**src/rtl/pe_window_sequencer_if.sv**
```systemverilog
// Control bus between the layer controller (master) and the PE window sequencer (slave).
// PE_SEQ_PERF_CNT_EN adds the stall_cnt performance counter to the bus.
interface pe_window_sequencer_if #(
    parameter int unsigned WIN_CNT_W = 16,
    parameter int unsigned CIN_CNT_W = 10
);
    logic                 start;
    logic                 kernel_mode;
    logic [WIN_CNT_W-1:0] num_windows;
    logic [CIN_CNT_W-1:0] num_cin;
    logic                 act_valid;
    logic                 fifo_full;
    logic                 busy;
    logic                 done;
    logic                 pe_en;
    logic [2:0]           pe_state;
    logic [2:0]           wt_mode;
    logic                 first_acc;
    logic                 last_acc;
    logic [WIN_CNT_W-1:0] win_idx;
    logic [CIN_CNT_W-1:0] cin_idx;
`ifdef PE_SEQ_PERF_CNT_EN
    logic [31:0]          stall_cnt;
`endif

    modport master (
        output start, kernel_mode, num_windows, num_cin, act_valid, fifo_full,
        input  busy, done, pe_en, pe_state, wt_mode, first_acc, last_acc, win_idx, cin_idx
`ifdef PE_SEQ_PERF_CNT_EN
        , input stall_cnt
`endif
    );

    modport slave (
        input  start, kernel_mode, num_windows, num_cin, act_valid, fifo_full,
        output busy, done, pe_en, pe_state, wt_mode, first_acc, last_acc, win_idx, cin_idx
`ifdef PE_SEQ_PERF_CNT_EN
        , output stall_cnt
`endif
    );
endinterface

```
**src/rtl/pe_window_sequencer.sv**
```systemverilog
// Steps the shared 4x4 PE matrix through window/cin/pass/column for one layer pass.
// Optional PE_SEQ_PERF_CNT_EN adds a saturating stall counter (stall_cnt).
module pe_window_sequencer #(
    parameter int unsigned WIN_CNT_W = 16,
    parameter int unsigned CIN_CNT_W = 10
) (
    input  logic                   clk,
    input  logic                   rst_n,
    pe_window_sequencer_if.slave   bus
);
    typedef enum logic [1:0] {S_IDLE, S_RUN, S_DONE} state_t;
    typedef enum logic [2:0] {PE_IDLE = 3'd0, PE_ONE, PE_TWO, PE_THREE,
                              PE_FOUR, PE_FIVE, PE_SIX} pe_state_t;
    typedef enum logic [2:0] {A_MODE = 3'd0, B_MODE, C_MODE, D_MODE, E_MODE} wt_mode_t;

    state_t               state_q, state_d;
    logic                 mode_q, mode_d;
    logic [WIN_CNT_W-1:0] nwin_q, nwin_d;
    logic [CIN_CNT_W-1:0] ncin_q, ncin_d;
    pe_state_t            col_q, col_d;
    logic [1:0]           pass_q, pass_d;
    logic [CIN_CNT_W-1:0] cin_q, cin_d;
    logic [WIN_CNT_W-1:0] win_q, win_d;
    wt_mode_t             wt_q, wt_d;
    logic                 first_q, first_d;
    logic                 last_q, last_d;
    logic                 pe_en_q, pe_en_d;
    logic                 busy_q, busy_d;
    logic                 done_q, done_d;
    logic                 run_n;
    logic [1:0]           last_pass;
`ifdef PE_SEQ_PERF_CNT_EN
    logic [31:0]          stall_q, stall_d;
`endif

    assign last_pass = mode_q ? 2'd3 : 2'd0;

    // Next position; outputs are computed for the position held in the coming cycle,
    // so pe_en qualifies that cycle using act_valid/fifo_full sampled at this edge.
    always_comb begin
        state_d = state_q;
        mode_d  = mode_q;
        nwin_d  = nwin_q;
        ncin_d  = ncin_q;
        col_d   = col_q;
        pass_d  = pass_q;
        cin_d   = cin_q;
        win_d   = win_q;
        done_d  = 1'b0;
        run_n   = 1'b0;
`ifdef PE_SEQ_PERF_CNT_EN
        stall_d = stall_q;
`endif
        unique case (state_q)
            S_IDLE: begin
                if (bus.start) begin
                    mode_d = bus.kernel_mode;
                    nwin_d = bus.num_windows;
                    ncin_d = bus.num_cin;
                    col_d  = PE_ONE;
                    pass_d = 2'd0;
                    cin_d  = '0;
                    win_d  = '0;
`ifdef PE_SEQ_PERF_CNT_EN
                    stall_d = '0;
`endif
                    if (bus.num_windows == '0 || bus.num_cin == '0) begin
                        state_d = S_DONE;
                        done_d  = 1'b1;
                    end else begin
                        state_d = S_RUN;
                        run_n   = 1'b1;
                    end
                end
            end
            S_RUN: begin
                run_n = 1'b1;
`ifdef PE_SEQ_PERF_CNT_EN
                if (!pe_en_q && stall_q != 32'hFFFF_FFFF) stall_d = stall_q + 32'd1;
`endif
                if (pe_en_q) begin
                    if (col_q != PE_SIX) begin
                        col_d = pe_state_t'(col_q + 3'd1);
                    end else begin
                        col_d = PE_ONE;
                        if (pass_q != last_pass) begin
                            pass_d = pass_q + 2'd1;
                        end else begin
                            pass_d = 2'd0;
                            if (cin_q != ncin_q - CIN_CNT_W'(1)) begin
                                cin_d = cin_q + CIN_CNT_W'(1);
                            end else begin
                                cin_d = '0;
                                if (win_q != nwin_q - WIN_CNT_W'(1)) begin
                                    win_d = win_q + WIN_CNT_W'(1);
                                end else begin
                                    state_d = S_DONE;
                                    done_d  = 1'b1;
                                    run_n   = 1'b0;
                                end
                            end
                        end
                    end
                end
            end
            S_DONE:  state_d = S_IDLE;
            default: state_d = S_IDLE;
        endcase

        if (!run_n) begin
            col_d  = PE_IDLE;
            pass_d = 2'd0;
            cin_d  = '0;
            win_d  = '0;
        end
        wt_d    = !run_n ? A_MODE : (mode_d ? wt_mode_t'({1'b0, pass_d}) : E_MODE);
        first_d = run_n && (cin_d == '0) && (pass_d == 2'd0);
        last_d  = run_n && (cin_d == ncin_d - CIN_CNT_W'(1))
                        && (pass_d == (mode_d ? 2'd3 : 2'd0));
        pe_en_d = run_n && bus.act_valid && !(last_d && bus.fifo_full);
        busy_d  = run_n;
    end

    always_ff @(posedge clk) begin
        if (!rst_n) begin
            state_q <= S_IDLE;
            mode_q  <= 1'b0;
            nwin_q  <= '0;
            ncin_q  <= '0;
            col_q   <= PE_IDLE;
            pass_q  <= 2'd0;
            cin_q   <= '0;
            win_q   <= '0;
            wt_q    <= A_MODE;
            first_q <= 1'b0;
            last_q  <= 1'b0;
            pe_en_q <= 1'b0;
            busy_q  <= 1'b0;
            done_q  <= 1'b0;
`ifdef PE_SEQ_PERF_CNT_EN
            stall_q <= '0;
`endif
        end else begin
            state_q <= state_d;
            mode_q  <= mode_d;
            nwin_q  <= nwin_d;
            ncin_q  <= ncin_d;
            col_q   <= col_d;
            pass_q  <= pass_d;
            cin_q   <= cin_d;
            win_q   <= win_d;
            wt_q    <= wt_d;
            first_q <= first_d;
            last_q  <= last_d;
            pe_en_q <= pe_en_d;
            busy_q  <= busy_d;
            done_q  <= done_d;
`ifdef PE_SEQ_PERF_CNT_EN
            stall_q <= stall_d;
`endif
        end
    end

    assign bus.busy      = busy_q;
    assign bus.done      = done_q;
    assign bus.pe_en     = pe_en_q;
    assign bus.pe_state  = col_q;
    assign bus.wt_mode   = wt_q;
    assign bus.first_acc = first_q;
    assign bus.last_acc  = last_q;
    assign bus.win_idx   = win_q;
    assign bus.cin_idx   = cin_q;
`ifdef PE_SEQ_PERF_CNT_EN
    assign bus.stall_cnt = stall_q;
`endif
endmodule

```
**src/flat_wrapper.sv**
```systemverilog
// flat-port wrapper written by rule: the top's interface ports become plain ports
module pe_window_sequencer_flat 
#(
    parameter int unsigned WIN_CNT_W = 16,
    parameter int unsigned CIN_CNT_W = 10
)
  (clk, rst_n, bus_start, bus_kernel_mode, bus_num_windows, bus_num_cin, bus_act_valid, bus_fifo_full, bus_busy, bus_done, bus_pe_en, bus_pe_state, bus_wt_mode, bus_first_acc, bus_last_acc, bus_win_idx, bus_cin_idx);
  pe_window_sequencer_if #(.WIN_CNT_W(WIN_CNT_W), .CIN_CNT_W(CIN_CNT_W)) bus_i ();
  input  logic clk;
  input  logic rst_n;
  input wire logic [$bits(bus_i.start)-1:0] bus_start;
  input wire logic [$bits(bus_i.kernel_mode)-1:0] bus_kernel_mode;
  input wire logic [$bits(bus_i.num_windows)-1:0] bus_num_windows;
  input wire logic [$bits(bus_i.num_cin)-1:0] bus_num_cin;
  input wire logic [$bits(bus_i.act_valid)-1:0] bus_act_valid;
  input wire logic [$bits(bus_i.fifo_full)-1:0] bus_fifo_full;
  output wire logic [$bits(bus_i.busy)-1:0] bus_busy;
  output wire logic [$bits(bus_i.done)-1:0] bus_done;
  output wire logic [$bits(bus_i.pe_en)-1:0] bus_pe_en;
  output wire logic [$bits(bus_i.pe_state)-1:0] bus_pe_state;
  output wire logic [$bits(bus_i.wt_mode)-1:0] bus_wt_mode;
  output wire logic [$bits(bus_i.first_acc)-1:0] bus_first_acc;
  output wire logic [$bits(bus_i.last_acc)-1:0] bus_last_acc;
  output wire logic [$bits(bus_i.win_idx)-1:0] bus_win_idx;
  output wire logic [$bits(bus_i.cin_idx)-1:0] bus_cin_idx;
  assign bus_i.start = bus_start;
  assign bus_i.kernel_mode = bus_kernel_mode;
  assign bus_i.num_windows = bus_num_windows;
  assign bus_i.num_cin = bus_num_cin;
  assign bus_i.act_valid = bus_act_valid;
  assign bus_i.fifo_full = bus_fifo_full;
  assign bus_busy = bus_i.busy;
  assign bus_done = bus_i.done;
  assign bus_pe_en = bus_i.pe_en;
  assign bus_pe_state = bus_i.pe_state;
  assign bus_wt_mode = bus_i.wt_mode;
  assign bus_first_acc = bus_i.first_acc;
  assign bus_last_acc = bus_i.last_acc;
  assign bus_win_idx = bus_i.win_idx;
  assign bus_cin_idx = bus_i.cin_idx;
  pe_window_sequencer #(.WIN_CNT_W(WIN_CNT_W), .CIN_CNT_W(CIN_CNT_W)) u_core (.clk(clk), .rst_n(rst_n), .bus(bus_i));
endmodule
```
**config.mk**
```make
export PLATFORM = sky130hd
export DESIGN_NAME = pe_window_sequencer_flat
export DESIGN_NICKNAME = d
export VERILOG_FILES = /design/src/rtl/pe_window_sequencer_if.sv /design/src/rtl/pe_window_sequencer.sv /design/src/flat_wrapper.sv
export SDC_FILE = /design/constraint.sdc
export NUM_CORES = 1
export LEC_CHECK = 0
export BUFFER_PORTS_ARGS = -buffer_cell sky130_fd_sc_hd__buf_2
export CELL_PAD_IN_SITES_DETAIL_PLACEMENT = 0
export CELL_PAD_IN_SITES_GLOBAL_PLACEMENT = 1
export CORE_ASPECT_RATIO = 0.9
export CORE_MARGIN = 2
export CORE_UTILIZATION = 38
export CTS_CLUSTER_DIAMETER = 30
export DETAILED_ROUTE_END_ITERATION = 6
export PLACE_DENSITY = 0.85
export RECOVER_POWER = 25
export SYNTH_ARGS = -nofsm -noshare
export SYNTH_HDL_FRONTEND = slang
export SYNTH_SLANG_ARGS = --single-unit
```
**constraint.sdc**
```tcl
create_clock -name clk -period 4.35 [get_ports clk]
set_input_delay 0.87 -clock clk [delete_from_list [all_inputs] [get_ports clk]]
set_output_delay 0.87 -clock clk [all_outputs]
set_load 0.05 [all_outputs]
```
# == Yosys cells after proc, flatten, opt, wreduce, memory -nomap -nowiden ==
# Cells that the tools add are included.
# totals
latch_bits,0
output_inout_bits,37
word_cells,112
reg_bits,68
in_bits,32
memories,0
mem_bits_ro,0
ram_bits,0
# op_classes
add_sub_neg,7
magnitude_cmp,0
mux,55
n_bitwise,0
n_reduce_logical,21
div_mod_pow,0
n_shift,0
n_eq_ne,14
n_mul,0
# ops
cell,count
$mux W16,6
$mux W10,8
$pmux W16 S2,1
$mux W2,14
$logic_not A10 Y1,2
$pmux W10 S2,1
$sub A10 B1 Y10 const B,2
$add A16 B1 Y16 const B,1
$logic_not A16 Y1,1
$mux W1,16
$ne A16 B16 Y1,1
$sub A16 B1 Y16 const B,1
$mux W3,4
$add A10 B1 Y10 const B,1
$eq A10 B10 Y1,1
$ne A10 B10 Y1,1
$ne A2 B2 Y1 const B,5
$pmux W2 S2,2
$logic_and A1 B1 Y1,7
$reduce_and A7 Y1,1
$pmux W3 S2,1
$reduce_and A3 Y1,2
$reduce_and A6 Y1,1
$logic_not A2 Y1,2
other kinds (12),15

# == Logic depth before layout (Yosys ltp) ==
# Gate-level depths: netlist of run 1.
# logic_depth
word_depth,15
depth_mapped,15

# == Least setup slack after synthesis of run 1 ==
# OpenSTA, ideal clock, no wires.
# synth_timing
path_kind,in2reg
startpoint,input bus_start
endpoint,register u_core.pe_en_q (netlist: u_core.bus.pe_en)
cell_stages,15
setup_time_ps,122
t_arrival_ps,4379
setup_slack_ps,-151
path_cell_list,nor3b_1 -> clkbuf_1 -> clkbuf_1 -> nor2_1 -> a21oi_1 -> ha_1 -> or4b_2 -> or3_1 -> nand3_1 -> and2_1 -> nor3_1 -> nor3_1 -> mux2i_1 -> a211o_1 -> o311a_1
# synth_via
elab_chain_cells,9
word_cells_on_any_way,22
classes_between,1 x add/sub; 2 x eq/ne; 13 x mux; 6 x reduce/logical
# synth_rtl
item,line_no,source
"start, declared",flat_wrapper.sv:11,input wire logic [$bits(bus_i.start)-1:0] bus_start;
$mux W10 or $mux W1 (tied branches),pe_window_sequencer.sv:56,if (bus.start) begin
"$mux W10, or another cell as far along",pe_window_sequencer.sv:54,unique case (state_q)
$sub A10 B1 Y10 or $mux W10 (tied branches),"pe_window_sequencer.sv:118, pe_window_sequencer.sv:110",
$eq A10 B10 Y1,pe_window_sequencer.sv:118,last_d = run_n && (cin_d == ncin_d - CIN_CNT_W'(1))
$logic_and A1 B1 Y1,pe_window_sequencer.sv:118,
$logic_and A1 B1 Y1,pe_window_sequencer.sv:119,&& (pass_d == (mode_d ? 2'd3 : 2'd0));
$logic_and A1 B1 Y1,pe_window_sequencer.sv:120,pe_en_d = run_n && bus.act_valid && !(last_d && bus.fifo_full);
$logic_not A1 Y1,pe_window_sequencer.sv:120,
$logic_and A1 B1 Y1 (*),pe_window_sequencer.sv:120,
"end signal, assigned",pe_window_sequencer.sv:155,pe_en_q <= pe_en_d;
"end, declared",pe_window_sequencer.sv:27,"logic pe_en_q, pe_en_d;"
# Every way passes the cells marked *; elsewhere a longest branch is shown, timed or not.
# A chain may end at the register's enable or synchronous reset.

# == Worst setup path in the final report of run 1 ==
# Same ends and word-level chain as after synthesis.

==> results of run 1 <==
synthesized netlist by cell type, types with 4 or more instances:
cell type and n:
nor3_1 19, xor2_1 22, ha_1 5, o31ai_1 6, a21boi_0 22, o211ai_1 4
or3_1 15, nor4_1 19, and2_1 4, and4_1 5, nand2_1 89, and3_1 5
mux2i_1 7, inv_1 19, dfxtp_1 68, a21oi_1 32, nor4b_1 5, a31oi_1 8
or4_1 7, nor2b_1 18, o21ai_0 17, nand4_1 16, buf_2 5, xnor2_1 39
or2_2 5, nor2_1 42, a22oi_1 4, nand3_1 21, o22ai_1 5, clkbuf_1 33
worst reg2reg max path, stage by stage (launching register included):
cell      delay, ns
dfxtp_1        0.52
inv_1          0.11
ha_1           0.31
o21bai_1       0.23
a311oi_1       0.31
nand3_1        0.16
a211oi_2       0.40
a31oi_1        0.16
or2_2          0.46
or2_1          0.39
or4_1          0.53
a21oi_1        0.16
metrics by stage:
| stage | cells | util | total power [mW] |
|---|---|---|---|
| after CTS | 841 | 0.459 | 1.92 |
| after floorplan | 625 | - | 0.958 |
| final | 841 | 0.458 | 1.91 |
| after global placement | 825 | 0.430 | 1.05 |
| after detailed placement | 825 | 0.430 | 1.06 |
| after global routing | 841 | 0.458 | 2.00 |
registers in the layout, summed over array words and instances, names as in the netlist:
signal / count
u_core.bus.busy: 1
u_core.bus.cin_idx: 10
u_core.bus.done: 1
u_core.bus.first_acc: 1
u_core.bus.last_acc: 1
u_core.bus.pe_en: 1
u_core.bus.pe_state: 3
u_core.bus.win_idx: 16
u_core.bus.wt_mode: 3
u_core.mode_q: 1
u_core.ncin_q: 10
u_core.nwin_q: 16
u_core.pass_q: 2
u_core.state_q: 2
metal layers:
layer,track usage,vias up
met3,0.0358,16
li1,-,2364
met2,0.345,156
met1,0.304,2232
met4,0.0640,0
met5,0,-
cells in the final DEF (no fill, tap or decap), types with 6 or more instances in the layout:
| master | instances |
|---|---|
| nor3_1 | 19 |
| a21oi_1 | 32 |
| dfxtp_1 | 68 |
| nor2b_1 | 18 |
| a31oi_1 | 8 |
| nor4_1 | 19 |
| inv_1 | 19 |
| o21ai_0 | 17 |
| or3_1 | 15 |
| buf_4 | 11 |
| xor2_1 | 22 |
| clkbuf_1 | 8 |
| nand2_1 | 89 |
| xnor2_1 | 39 |
| nand4_1 | 16 |
| or4_1 | 7 |
| nor2_1 | 42 |
| clkbuf_16 | 9 |
| a21boi_0 | 22 |
| o31ai_1 | 6 |
| nand3_1 | 21 |
| buf_2 | 61 |
| mux2i_1 | 7 |
final timing paths:
path                             startpoint                            endpoint  slack (ns)  cells past startpoint
max                               bus_start         u_core.bus.pe_en$_SDFF_PN0_        0.51                     13
min          u_core.nwin_q[13]$_SDFFE_PN0P_      u_core.nwin_q[13]$_SDFFE_PN0P_        0.48                      2
max reg2reg     u_core.ncin_q[1]$_SDFF_PN0_  u_core.bus.win_idx[8]$_SDFFE_PN0P_        0.55                     11
min reg2reg  u_core.nwin_q[13]$_SDFFE_PN0P_      u_core.nwin_q[13]$_SDFFE_PN0P_        0.48                      2
kinds of logic after synthesis:
logic type,share of synthesized area
multiplexers,0.0180
buffers and inverters,0.0498
flip-flops,0.288
adder cells (fa/ha/maj),0.0133
XOR/XNOR,0.118
AO/OA/AOI/OAI,0.191
AND/OR/NAND/NOR,0.322
cell type report:
class	count	area (sq um)
flip-flops and latches	68	1360
clock buffers	10	239
well taps	160	200
clock inverters	6	111
inverters	19	71.3
fillers	1196	6540
multi-input cells	498	3130
repair buffers	80	418
where the power goes:
| part | switching (mW) | total [mW] | internal, mW | leakage, nW |
|---|---|---|---|---|
| clock | 0.288 | 0.863 | 0.575 | 0.169 |
| sequential | 0.0322 | 0.677 | 0.644 | 0.553 |
| combinational | 0.225 | 0.374 | 0.149 | 1.38 |
| total | 0.545 | 1.91 | 1.37 | 2.10 |
==> summary.md, run 1 <==
| Metric | Value |
|---|---|
| Outcome | `complete, no violations` |
| Hold Vio Cnt, Final | `0` |
| Share of layout cells above drive strength 1 | `0.153` |
| Number of synthesis warnings | `0` |
| Critical-path top delay cell | `or4b_2` |
| CTS Hold Buffers Added | `0` |
| DR iter-0 viols | `440` |
| Via/cell ratio | `5.67` |
| Critical Path Start Type | `input pin` |
| Slew Limit Fails | `0` |
| Post_cts resized | `0` |
| Netlist cell types | `67` |
| TNS Setup | `0 ns` |
| Antenna violations before repair | `0` |
| P&R area growth vs syn | `17.3%` |
| Vias in the first global route | `4514` |
| DP HPWL | `10400 microns` |
| Largest net degree at the start of global routing | `33` |
| Met2 routed wirelength | `6260 microns` |
| Clock-pin slew on the worst setup and hold paths | `0.06 ns` |
| Syn_area_per_cell | `7.55 sq um` |
| Ys async rst share | `0` |
| Worst Setup Slack, final | `0.514 ns` |
| CP Cell Sequence | `clkbuf_1 > nor3b_4 > mux2i_1 > ha_1 > or4b_2 > or3_1 > nand3_1 > and2_1 > nor3_1 > nor3_1 > mux2i_1 > a211o_1 > o311a_1` |
| Worst path bufs/invs | `1` |
| Worst-margin pin slew | `0.687 ns` |
| Worst Hold Class | `flip-flop to flip-flop` |
| Crit-path max FO | `4` |
| Syn_nets | `662` |
| Max_cap viols | `0` |
| Pre-CTS WS | `0.265 ns` |
| Setup Buffers After CTS | `0` |
| Nets@finish | `713` |
| Die H | `110 microns` |
| Fin Clk Skew | `0.00749 ns` |
| Core area | `12100 sq um` |
| # rows | `38` |
| Post-synth top area cell | `dfxtp_1` |
| First-pass GRT wire length | `22900 microns` |
| Worst path required time | `4.58 ns` |
| Synth top area cells | `dfxtp_1 29%, xnor2_1 7.2%, nand2_1 7.1%, xor2_1 4.1%, a21boi_0 3.5%` |
| Setup violations, final | `0` |
| Post-DR wirelength/cell | `16.6 microns` |
| Initial Util | `0.391` |
| Leakage power | `2.10 nW` |
| Drt drc | `0` |
| Share of the synthesized area in the top cell type | `0.288` |
| Period utilization | `0.882` |
| Wirelength, routed | `13900 microns` |
| Clock Latency Late Sink | `0.34 ns` |
| Slew HR | `0.530` |
| Vias | `4768` |
| Count of buffers from port buffering | `68` |
| Antenna Cells | `0` |
| Placed cell area | `5200 sq um` |
| Post-synth EDFFs | `0` |
| Clock Sinks | `68` |
| Boundary pin count | `69` |
| Die W | `121 microns` |
| Grt ovf | `0` |
| Fmax | `261 MHz` |
| Type of the worst setup path | `input pin to flip-flop` |
| Sequential area share after synthesis | `0.288` |
| Total CTS buffers | `9` |
| PwrDens | `346 nW/um^2` |
| Kind of cell adding the most delay to the critical path | `simple AND/OR/NAND/NOR gates` |
| Metal-1 WL | `6610 microns` |
| Netlist Area Pre-Place | `4720 sq um` |
| Yosys reg bits | `68` |
| Min cycle time layout | `3.84 ns` |
| Largest stage delay, worst path | `0.63 ns` |
| CTS tree | `done` |
| H-Tree Depth | `3` |
| CTS Buffer Depth | `2` |
| CTS root buf | `clkbuf_16` |
| Arrival time worst endpoint | `4.06 ns` |
| All-Layer GR Usage | `0.217` |
| RSZ-0062 raised after global routing | `no` |
| Die ar. | `13300 sq um` |
| Met3 Wirelength | `881 microns` |
| Fin area | `5540 sq um` |
| Gate Count Post-Synth | `625` |
| Hold_ws | `0.479 ns` |
| Critical path endpoint category | `flip-flop` |
| Worst vdd ir | `233 uV` |
| Drt pass-1 iters | `5` |
| Placer Congestion | `0.923` |
| Top layer in use | `met4` |
| Remaining antenna violation count after routing | `0` |
| Most used DFF post-synth | `dfxtp_1` |
Note: power is estimated with default switching activity, not from simulation.
==> run 2, diff against run 1 <==
Settings changed: ABC_AREA set to 1, CORE_UTILIZATION 38 to 36, PLACE_DENSITY 0.85 to 0.84, SLEW_MARGIN set to 20.
==> run 2 against run 1 <==
Net effect:
- clock-buffer cell count rose by 3
- sequential cell count unchanged
- synthesized cell count up 14%
- non-clock buffer count decreased by 11
==> summary.md, run 2 <==
| Metric | Value |
|---|---|
| Share of layout cells above drive strength 1 | `0.155 (was 0.153)` |
| Synth top area cells | `dfxtp_1 30%, nand2_1 14%, nor2_1 10%, xor2_1 7.1%, inv_1 6.4% (was dfxtp_1 29%, xnor2_1 7.2%, nand2_1 7.1%, xor2_1 4.1%, a21boi_0 3.5%)` |
| All-Layer GR Usage | `0.201 (was 0.217)` |
| Max_cap viols | `0 (unchanged)` |
| # rows | `38 (unchanged)` |
| Placer Congestion | `0.923 (about the same)` |
| PwrDens | `342 nW/um^2 (was 346 nW/um^2)` |
| Count leader, synth | `nand2_1 (unchanged)` |
| Most used DFF post-synth | `dfxtp_1 (unchanged)` |
| Worst path required time | `4.58 ns (about the same)` |
| Drt drc | `0 (unchanged)` |
| Setup violations, final | `0 (unchanged)` |
| Syn_area_per_cell | `6.39 sq um (was 7.55 sq um)` |
| Clock-pin slew on the worst setup and hold paths | `0.05 ns (was 0.06 ns)` |
| H-Tree Depth | `3 (unchanged)` |
| RSZ-0062 raised after global routing | `no (unchanged)` |
| Clock Sinks | `68 (unchanged)` |
| Die W | `122 microns (was 121 microns)` |
| Setup Buffers After CTS | `0 (unchanged)` |
| CTS root buf | `clkbuf_16 (unchanged)` |
| Vias | `4690 (was 4768)` |
| CTS tree | `done (unchanged)` |
| Nets@finish | `813 (was 713)` |
| Grt ovf | `0 (unchanged)` |
| Gate Count Post-Synth | `711 (was 625)` |
| Drt pass-1 iters | `5 (unchanged)` |
| Clock Latency Late Sink | `0.34 ns (about the same)` |
| CTS Hold Buffers Added | `0 (unchanged)` |
| Slew HR | `0.549 (was 0.530)` |
| CTS Buffer Depth | `2 (unchanged)` |
| Slew Limit Fails | `0 (unchanged)` |
| Period utilization | `0.736 (was 0.882)` |
| TNS Setup | `0 ns (unchanged)` |
| DP HPWL | `10300 microns (was 10400 microns)` |
| Die H | `111 microns (was 110 microns)` |
| Worst-margin pin slew | `0.670 ns (was 0.687 ns)` |
| Largest net degree at the start of global routing | `54 (was 33)` |
| Via/cell ratio | `4.99 (was 5.67)` |
| Post-synth top area cell | `dfxtp_1 (unchanged)` |
| Crit-path max FO | `53 (was 4)` |
| Antenna Cells | `0 (unchanged)` |
| Most common cell after layout, fill and taps aside | `nand2_1 (unchanged)` |
| Worst Hold Class | `flip-flop to flip-flop (unchanged)` |
| Sequential area share after synthesis | `0.300 (was 0.288)` |
| Hold Vio Cnt, Final | `0 (unchanged)` |
| Critical path endpoint category | `flip-flop (unchanged)` |
| Core Util, Final | `0.431 (was 0.458)` |
| Worst vdd ir | `198 uV (was 233 uV)` |
| Antenna violations before repair | `0 (unchanged)` |
| DR iter-0 viols | `357 (was 440)` |
| Boundary pin count | `69 (unchanged)` |
| Fmax | `312 MHz (was 261 MHz)` |
| Initial Util | `0.373 (was 0.391)` |
| Arrival time worst endpoint | `3.43 ns (was 4.06 ns)` |
| Share of the synthesized area in the top cell type | `0.300 (was 0.288)` |
| Type of the worst setup path | `input pin to flip-flop (unchanged)` |
| Total CTS buffers | `9 (unchanged)` |
| Remaining antenna violation count after routing | `0 (unchanged)` |
| P&R area growth vs syn | `15.5% (was 17.3%)` |
| Ys async rst share | `0 (unchanged)` |
| Fill cells | `1309 (was 1196)` |
| Post-synth top cells | `166 x nand2_1, 124 x nor2_1, 78 x inv_1 (was 89 x nand2_1, 68 x dfxtp_1, 42 x nor2_1)` |
| Die ar. | `13500 sq um (was 13300 sq um)` |
| Yosys reg bits | `68 (unchanged)` |
| Count of buffers from port buffering | `68 (unchanged)` |
| Fin Clk Skew | `0.00402 ns (was 0.00749 ns)` |
| Critical Path Start Type | `input pin (unchanged)` |
| Post-synth EDFFs | `0 (unchanged)` |
| Post_cts resized | `0 (unchanged)` |
| Leakage power | `2.46 nW (was 2.10 nW)` |
| Post-DR wirelength/cell | `14.2 microns (was 16.6 microns)` |
| Netlist Area Pre-Place | `4540 sq um (was 4720 sq um)` |
| First-pass GRT wire length | `21600 microns (was 22900 microns)` |
| Commonest cells after routing, fill and taps aside | `166 x nand2_1, 125 x nor2_1, 78 x inv_1 (was 89 x nand2_1, 68 x dfxtp_1, 61 x buf_2)` |
| Wirelength, routed | `13300 microns (was 13900 microns)` |
| Number of synthesis warnings | `0 (unchanged)` |
| Netlist cell types | `36 (was 67)` |
| Vias in the first global route | `4420 (was 4514)` |
| Syn_nets | `748 (was 662)` |
| Core area | `12200 sq um (was 12100 sq um)` |
| Outcome | `complete, no violations (unchanged)` |
| Min cycle time layout | `3.20 ns (was 3.84 ns)` |
run 2: path summary, 6_finish.rpt:
kind	start	to	slack, ns	cells past startpoint
min reg2reg	u_core.nwin_q[15]$_SDFFE_PN0P_	u_core.nwin_q[15]$_SDFFE_PN0P_	0.50	2
min	u_core.nwin_q[15]$_SDFFE_PN0P_	u_core.nwin_q[15]$_SDFFE_PN0P_	0.50	2
max	bus_start	u_core.bus.pe_en$_SDFF_PN0_	1.15	17
max reg2reg	u_core.ncin_q[0]$_SDFF_PN0_	u_core.bus.win_idx[7]$_SDFFE_PN0P_	1.21	18
run 2: cells by family after synthesis:
group                    after synthesis  share of synthesized area
buffers and inverters                100                     0.0889
AND/OR/NAND/NOR                      421                      0.419
AO/OA/AOI/OAI                         71                     0.0881
XOR/XNOR                              46                     0.0903
flip-flops                            68                      0.300
adder cells (fa/ha/maj)                5                     0.0138
run 2: critical path, cell delays in order:
cell and delay, ns:
clkbuf_1 0.20, nand2_4 0.32, o21ai_0 0.53, ha_1 0.30, inv_1 0.05, nor2_1 0.16, nand3_1 0.12, xor2_1 0.20
inv_1 0.06, nand3_1 0.08, nand2_1 0.07, nor2_1 0.10, nand3_1 0.09, nor2_2 0.11, nand3_1 0.08, nand2_1 0.06
inv_1 0.03
run 2: cell type report:
type	count	area (sq um)	share of cell area
Multi-Input combinational cell	543	2750	0.524
Clock buffer	13	260	0.0496
Timing Repair Buffer	69	347	0.0660
Sequential cell	68	1360	0.259
Clock inverter	2	10.0	0.00191
Tap cell	160	200	0.0381
Inverter	85	319	0.0608
run 2: per-stage QoR:
stage / setup slack [ns] / hold WS [ns] / cells / total power [mW] / instance area [sq um]
after detailed placement: 1.15 / 0.498 / 925 / 1.13 / 5010
final: 1.15 / 0.501 / 940 / 1.79 / 5250
after global placement: 1.21 / 0.492 / 925 / 1.13 / 5010
after global routing: 0.875 / 0.533 / 940 / 1.90 / 5250
after floorplan: 1.76 / 0.453 / 711 / 1.03 / 4540
after CTS: 1.28 / 0.506 / 940 / 1.81 / 5280
run 2: routing by layer:
metal,GRT usage,share of wire,vias to the layer above
met3,0.0522,0.073,13
met5,0,0,-
met4,0.0521,0.010,0
met1,0.284,0.48,2106
met2,0.303,0.43,168
li1,-,-,2403
run 2: power breakdown:
group	total [mW]	switching [mW]	internal [mW]	leakage, nW
Sequential	0.680	0.0278	0.652	0.556
Combinational	0.440	0.299	0.141	1.77
Clock	0.674	0.263	0.412	0.135
Total	1.79	0.589	1.21	2.46
